--- src/rtl/sw_seq_pkg.sv ---
// Shared types and helpers for the switch-sequence player.
//   state_e    : player FSM states
//   SW_CODE_*  : 2-bit switch codes stored in code memory
//   sw_onehot  : code -> {SW4,SW3,SW2,SW1} one-hot drive
package sw_seq_pkg;

  typedef enum logic [1:0] {
    ST_IDLE = 2'd0,
    ST_HOLD = 2'd1,
    ST_GAP  = 2'd2,
    ST_DONE = 2'd3
  } state_e;

  localparam logic [1:0] SW_CODE_1 = 2'd0;
  localparam logic [1:0] SW_CODE_2 = 2'd1;
  localparam logic [1:0] SW_CODE_3 = 2'd2;
  localparam logic [1:0] SW_CODE_4 = 2'd3;

  function automatic logic [3:0] sw_onehot(input logic [1:0] code);
    return 4'b0001 << code;
  endfunction

endpackage

--- src/rtl/sw_code_mem.sv ---
// Code memory for the sequence player: DEPTH x 2-bit register file.
// Synchronous write, asynchronous read. Deliberately has no reset so a
// stored unlock code survives a board reset.
//   clk      : clock
//   we_i     : write enable
//   waddr_i  : write address
//   wdata_i  : switch code to store
//   raddr_i  : read address
//   rdata_o  : switch code at raddr_i (combinational)
module sw_code_mem
  import sw_seq_pkg::*;
#(
  parameter int DEPTH = 8,
  parameter int AW    = 3
) (
  input  logic          clk,
  input  logic          we_i,
  input  logic [AW-1:0] waddr_i,
  input  logic [1:0]    wdata_i,
  input  logic [AW-1:0] raddr_i,
  output logic [1:0]    rdata_o
);

  logic [1:0] mem_q [DEPTH];

  always_ff @(posedge clk) begin
    if (we_i && (int'(waddr_i) < DEPTH)) mem_q[waddr_i] <= wdata_i;
  end

  assign rdata_o = (int'(raddr_i) < DEPTH) ? mem_q[raddr_i] : SW_CODE_1;

endmodule

--- src/rtl/sw_sequence_player.sv ---
// Plays a stored sequence of switch codes as one-hot SW1..SW4 pulses:
// each step holds one switch for HOLD_CYCLES, then all switches low for
// GAP_CYCLES. Drives the switch inputs of the sequence lock directly.
//   clk, reset      : clock, synchronous active-high reset
//   load_en/idx/sw  : code memory write (only accepted while idle)
//   seq_len         : number of steps, sampled on accepted start
//   start, abort    : begin playback (idle only) / stop without done
//   SW1..SW4        : registered one-hot switch drive
//   busy, done      : not-idle flag, one-cycle completion pulse
//   step            : index of the step being played
module sw_sequence_player
  import sw_seq_pkg::*;
#(
  parameter int MAX_STEPS   = 8,
  parameter int HOLD_CYCLES = 4,
  parameter int GAP_CYCLES  = 2,
  localparam int IDXW = (MAX_STEPS > 1) ? $clog2(MAX_STEPS) : 1,
  localparam int LENW = $clog2(MAX_STEPS + 1)
) (
  input  logic            clk,
  input  logic            reset,
  input  logic            load_en,
  input  logic [IDXW-1:0] load_idx,
  input  logic [1:0]      load_sw,
  input  logic [LENW-1:0] seq_len,
  input  logic            start,
  input  logic            abort,
  output logic            SW1,
  output logic            SW2,
  output logic            SW3,
  output logic            SW4,
  output logic            busy,
  output logic            done,
  output logic [IDXW-1:0] step
);

  localparam int CNT_MAX = (HOLD_CYCLES > GAP_CYCLES) ? HOLD_CYCLES : GAP_CYCLES;
  localparam int CW      = $clog2(CNT_MAX + 1);
  localparam logic [CW-1:0]   HOLD_LAST = CW'(HOLD_CYCLES - 1);
  localparam logic [CW-1:0]   GAP_LAST  = CW'(GAP_CYCLES - 1);
  localparam logic [LENW-1:0] LEN_MAX   = LENW'(MAX_STEPS);

  state_e          state_q, state_d;
  logic [CW-1:0]   cnt_q, cnt_d;
  logic [IDXW-1:0] step_q, step_d;
  logic [LENW-1:0] len_q, len_d;
  logic [3:0]      sw_q, sw_d;
  logic            done_q, done_d;

  logic            mem_we;
  logic [IDXW-1:0] rd_addr;
  logic [1:0]      rd_code;
  logic [1:0]      first_code;

  // Writes are locked out during playback so the sequence can't change under us.
  assign mem_we  = load_en && (state_q == ST_IDLE);
  // From GAP we fetch the next step; from IDLE the first one.
  assign rd_addr = (state_q == ST_GAP) ? (step_q + IDXW'(1)) : '0;

  sw_code_mem #(.DEPTH(MAX_STEPS), .AW(IDXW)) u_mem (
    .clk     (clk),
    .we_i    (mem_we),
    .waddr_i (load_idx),
    .wdata_i (load_sw),
    .raddr_i (rd_addr),
    .rdata_o (rd_code)
  );

  // A same-cycle write to slot 0 must be what the first step plays.
  assign first_code = (mem_we && (load_idx == '0)) ? load_sw : rd_code;

  always_comb begin
    state_d = state_q;
    cnt_d   = cnt_q;
    step_d  = step_q;
    len_d   = len_q;
    sw_d    = sw_q;
    done_d  = 1'b0;
    unique case (state_q)
      ST_IDLE: begin
        sw_d = '0;
        if (start && !abort) begin
          step_d = '0;
          cnt_d  = '0;
          len_d  = (seq_len > LEN_MAX) ? LEN_MAX : seq_len;
          if (seq_len == '0) begin
            state_d = ST_DONE;
            done_d  = 1'b1;
          end else begin
            state_d = ST_HOLD;
            sw_d    = sw_onehot(first_code);
          end
        end
      end
      ST_HOLD: begin
        if (cnt_q == HOLD_LAST) begin
          state_d = ST_GAP;
          cnt_d   = '0;
          sw_d    = '0;
        end else begin
          cnt_d = cnt_q + CW'(1);
        end
      end
      ST_GAP: begin
        if (cnt_q == GAP_LAST) begin
          cnt_d = '0;
          if (LENW'(step_q) == len_q - LENW'(1)) begin
            state_d = ST_DONE;
            done_d  = 1'b1;
          end else begin
            state_d = ST_HOLD;
            step_d  = step_q + IDXW'(1);
            sw_d    = sw_onehot(rd_code);
          end
        end else begin
          cnt_d = cnt_q + CW'(1);
        end
      end
      ST_DONE: begin
        state_d = ST_IDLE;
        step_d  = '0;
      end
      default: state_d = ST_IDLE;
    endcase

    if (abort && (state_q != ST_IDLE)) begin
      state_d = ST_IDLE;
      step_d  = '0;
      cnt_d   = '0;
      sw_d    = '0;
      done_d  = 1'b0;
    end
  end

  always_ff @(posedge clk) begin
    if (reset) begin
      state_q <= ST_IDLE;
      cnt_q   <= '0;
      step_q  <= '0;
      len_q   <= '0;
      sw_q    <= '0;
      done_q  <= 1'b0;
    end else begin
      state_q <= state_d;
      cnt_q   <= cnt_d;
      step_q  <= step_d;
      len_q   <= len_d;
      sw_q    <= sw_d;
      done_q  <= done_d;
    end
  end

  assign SW1  = sw_q[0];
  assign SW2  = sw_q[1];
  assign SW3  = sw_q[2];
  assign SW4  = sw_q[3];
  assign busy = (state_q != ST_IDLE);
  assign done = done_q;
  assign step = step_q;

endmodule

--- config.mk ---
export PLATFORM = sky130hd
export DESIGN_NAME = sw_sequence_player
export DESIGN_NICKNAME = d
export VERILOG_FILES = /design/src/rtl/sw_seq_pkg.sv /design/src/rtl/sw_code_mem.sv /design/src/rtl/sw_sequence_player.sv
export SDC_FILE = /design/constraint.sdc
export NUM_CORES = 1
export LEC_CHECK = 0
export ABC_AREA = 0
export CAP_MARGIN = 10
export CORE_UTILIZATION = 40
export DETAILED_ROUTE_END_ITERATION = 12
export PLACE_DENSITY = 0.72
export SLEW_MARGIN = 40
export SYNTH_ARGS = -nofsm -noshare
export SYNTH_HDL_FRONTEND = slang
export SYNTH_SLANG_ARGS = --single-unit
--- constraint.sdc ---
create_clock -name clk -period 2.1 [get_ports clk]
set_clock_uncertainty 0.1 [all_clocks]
set_input_delay 0.42 -clock clk [delete_from_list [all_inputs] [get_ports clk]]
set_output_delay 0.42 -clock clk [all_outputs]
set_load 0.05 [all_outputs]
==> impl_metrics.ini, run 1 <==
[outcome]
status = finished with violations
violations = negative setup slack

[timing]
fin_ws_ns = -0.0963
max_freq_mhz = 455
finalCritPeriodShare_pct = 105
maxSlewViolCount = 0
fin_crit_ns = 2.20
timing_hold_violations_final = 0
worstMarginPinSlew_ns = 0.524
final-setup-viol-count = 3
rsz0062_at_grt = true
slew_headroom_pct = 65.1

[yosys]
synth_cells = 181
synth_seq_cells = 33
synthArstFlopShare_pct = 0
synth_top_area_cell = edfxtp_1
ys.flop_type = dfxtp_1
synth_area_leaders = edfxtp_1 (26%), dfxtp_1 (18%), ha_1 (8.0%), nor2_1 (3.6%), nand2_1 (3.2%)
syn_area_per_cell_sq_um = 10.3
ys_types = 48
synth_top_area_share_pct = 25.8
ys_seq_area_share_pct = 44.0
synth_edf_count = 16
synth_nets = 207
netlist_area_sq_mm = 0.00187
yosysWarnings = 0

[worst_setup_path]
setup.worst_path.start = state_q[0]
path_max_fanout = 4
path_common_cell = mux2i_4
worstSetupPathType = flip-flop to flip-flop
cp_slowest_cell = mux4_2
rr_startpoint = state_q[0]
arrival_ns = 2.32
critPathMaxStageDelay_ns = 0.55
cp-start-kind = flip-flop
required_ns = 2.23
cp-end-kind = flip-flop
crit_chain = inv_4 -> ha_4 -> nor2b_4 -> mux4_2 -> mux2i_4 -> mux2i_4 -> nor3b_2 -> o221a_1

[placement]
place_inst = 282
io_buffers = 22
hpwl_mm = 3.19
gp_congestion = 0.801

[pwr]
finalPower_uw = 2460
power.leakage_uw = 0.000999
p_per_area_mw_per_mm2 = 931
peakVddDrop_mv = 0.778

[clocking]
clock_latency_ns = 0.28
cts_buffers = 5
cts_buffer_depth = 2
clockRootBuffer = clkbuf_8
cts_tree = yes
cts_sinks = 33
htreeDepth = 2
clk_pin_slew_ns = 0.06
ctsHoldBuffers = 0

[layout]
drive_gt1_share_pct = 33.9
layout_common_cells = buf_4 (38), nor2_1 (18), clkdlybuf4s50_1 (18)
post-route-util_pct = 59.9
final_cells = 294
nets = 267
num-fill-cells = 344
final_common_cell = buf_4
antenna_cells = 0
syn2layout_area_growth_pct = 41.6

[drt]
drc = 0
via_count = 1553
first_iter_violations = 100
viasPerCell = 5.28
drt_pass1_iterations = 4
wirelength_mm = 4.20
wl_per_cell_microns = 14.3
ant_nets = 0

[global_routing]
grt_pass1_vias = 1539
antenna_found_initial = 0
grt_max_degree = 11
grt_pass1_wl_mm = 6.96
grt_overflow = 0
grt_usage_pct = 17.9

[floorplanning]
core_sq_mm = 0.00441
num_rows = 24
dieArea_sq_mm = 0.00494
initial_core_util_pct = 42.3
die_h_microns = 70.3
die_w_microns = 70.3
io_pins = 23

[hold_path]
worstHoldPathType = flip-flop to flip-flop
worst_hold_startpoint = cnt_q[1]

[run]
cap_violations = 0
[timing repair]
item / CTS / global route
pin swaps: 5 / 10
buffers inserted: 4 / 2
resized for setup: 6 / 19
setup endpoints to repair: 5 / 10
[where the power goes]
part | switching (uW) | internal (uW) | total, uW
Sequential | 42.8 | 738 | 781
Combinational | 669 | 568 | 1240
Clock | 219 | 223 | 441
Total | 931 | 1530 | 2460
[kinds of logic (layout without fill, tap and decap cells)]
group                    Yosys count  after routing  synth area share (%)
AND/OR/NAND/NOR                   72             72                  21.1
AO/OA/AOI/OAI                     35             35                  13.9
flip-flops                        33             33                  44.0
buffers and inverters             16             77                  3.76
adder cells (fa/ha/maj)           12             12                  8.05
multiplexers                       7              7                  5.97
XOR/XNOR                           6              6                  3.22
[metrics by stage]
step | worst slack [ns] | cell area, sq um | setup TNS [ns] | hold WS (ns)
2_1_floorplan | -0.0158 | 1910 | -0.0158 | 0.349
3_5_place_dp | -0.227 | 2410 | -0.556 | 0.371
5_1_grt | -0.191 | 2640 | -0.884 | 0.423
3_3_place_gp | -0.159 | 2410 | -0.379 | 0.362
4_1_cts | -0.0740 | 2540 | -0.216 | 0.380
6_report | -0.0963 | 2640 | -0.183 | 0.379
[routing by layer]
metal  vias up  part of all wire (%)  GRT usage, %
met3         4                   5.2          4.76
met5         -                     0             0
met4         0                  0.76          5.78
li1        775                     -             -
met1       733                    44          23.1
met2        41                    50          29.1
[critical path, delay by kind of cell (launching register included)]
| kind | cells | cell delay [ns] |
|---|---|---|
| AND/OR/NAND/NOR | 2 | 0.39 |
| multiplexers | 3 | 0.92 |
| AO/OA/AOI/OAI | 1 | 0.19 |
| flip-flops | 1 | 0.34 |
| adder cells (fa/ha/maj) | 1 | 0.13 |
| buffers and inverters | 1 | 0.07 |
[layout make-up]
class / instances / area, sq um / share of cell area, %
inverters: 11 / 43.8 / 1.66
clock inverters: 3 / 12.5 / 0.473
clock buffers: 5 / 68.8 / 2.60
flip-flops and latches: 33 / 835 / 31.6
multi-input cells: 132 / 1120 / 42.4
repair buffers: 58 / 498 / 18.8
well taps: 52 / 65.1 / 2.46
[final timing paths]
check	endpoint	slack, ns	cells past startpoint
worst max-delay path	sw_q[0]	-0.1	8
worst min-delay path	cnt_q[1]	0.38	2
worst max register to register	sw_q[0]	-0.1	8
worst min register to register	cnt_q[1]	0.38	2
[synthesized netlist by cell type (all sizes together) (2+ instances only)]
| cell | count |
|---|---|
| a31oi | 2 |
| or2b | 2 |
| nand2 | 16 |
| nand2b | 6 |
| xor2 | 3 |
| nor2b | 2 |
| a41oi | 2 |
| nand4 | 4 |
| xnor2 | 3 |
| or3 | 2 |
| nand3 | 3 |
| ha | 12 |
| buf | 3 |
| mux2i | 5 |
| a211oi | 2 |
| mux4 | 2 |
| nor3 | 6 |
| nand3b | 2 |
| clkbuf | 2 |
| o221a | 2 |
| inv | 11 |
| o211ai | 5 |
| edfxtp | 16 |
| dfxtp | 17 |
| o21ai | 5 |
| a21oi | 11 |
| nor2 | 18 |
| nor3b | 4 |
| or2 | 3 |
[sequential cells by signal (all words and copies together) (netlist names)]
name and count:
step 3, sw_q 4, state_q 2, done 1
u_mem.mem_q 16, cnt_q 3, len_q 4
Power figures use the tool's default switching activity.
==> run 2, diff against run 1 <==
--- a/config.mk
+++ b/config.mk
@@ -9,6 +9,7 @@
 export CAP_MARGIN = 10
 export CORE_UTILIZATION = 40
 export DETAILED_ROUTE_END_ITERATION = 12
+export HOLD_SLACK_MARGIN = 0.02
 export PLACE_DENSITY = 0.72
 export SLEW_MARGIN = 40
 export SYNTH_ARGS = -nofsm -noshare
==> results of run 2 <==
No change in the layout: final DEF, timing and power equal those of run 1.
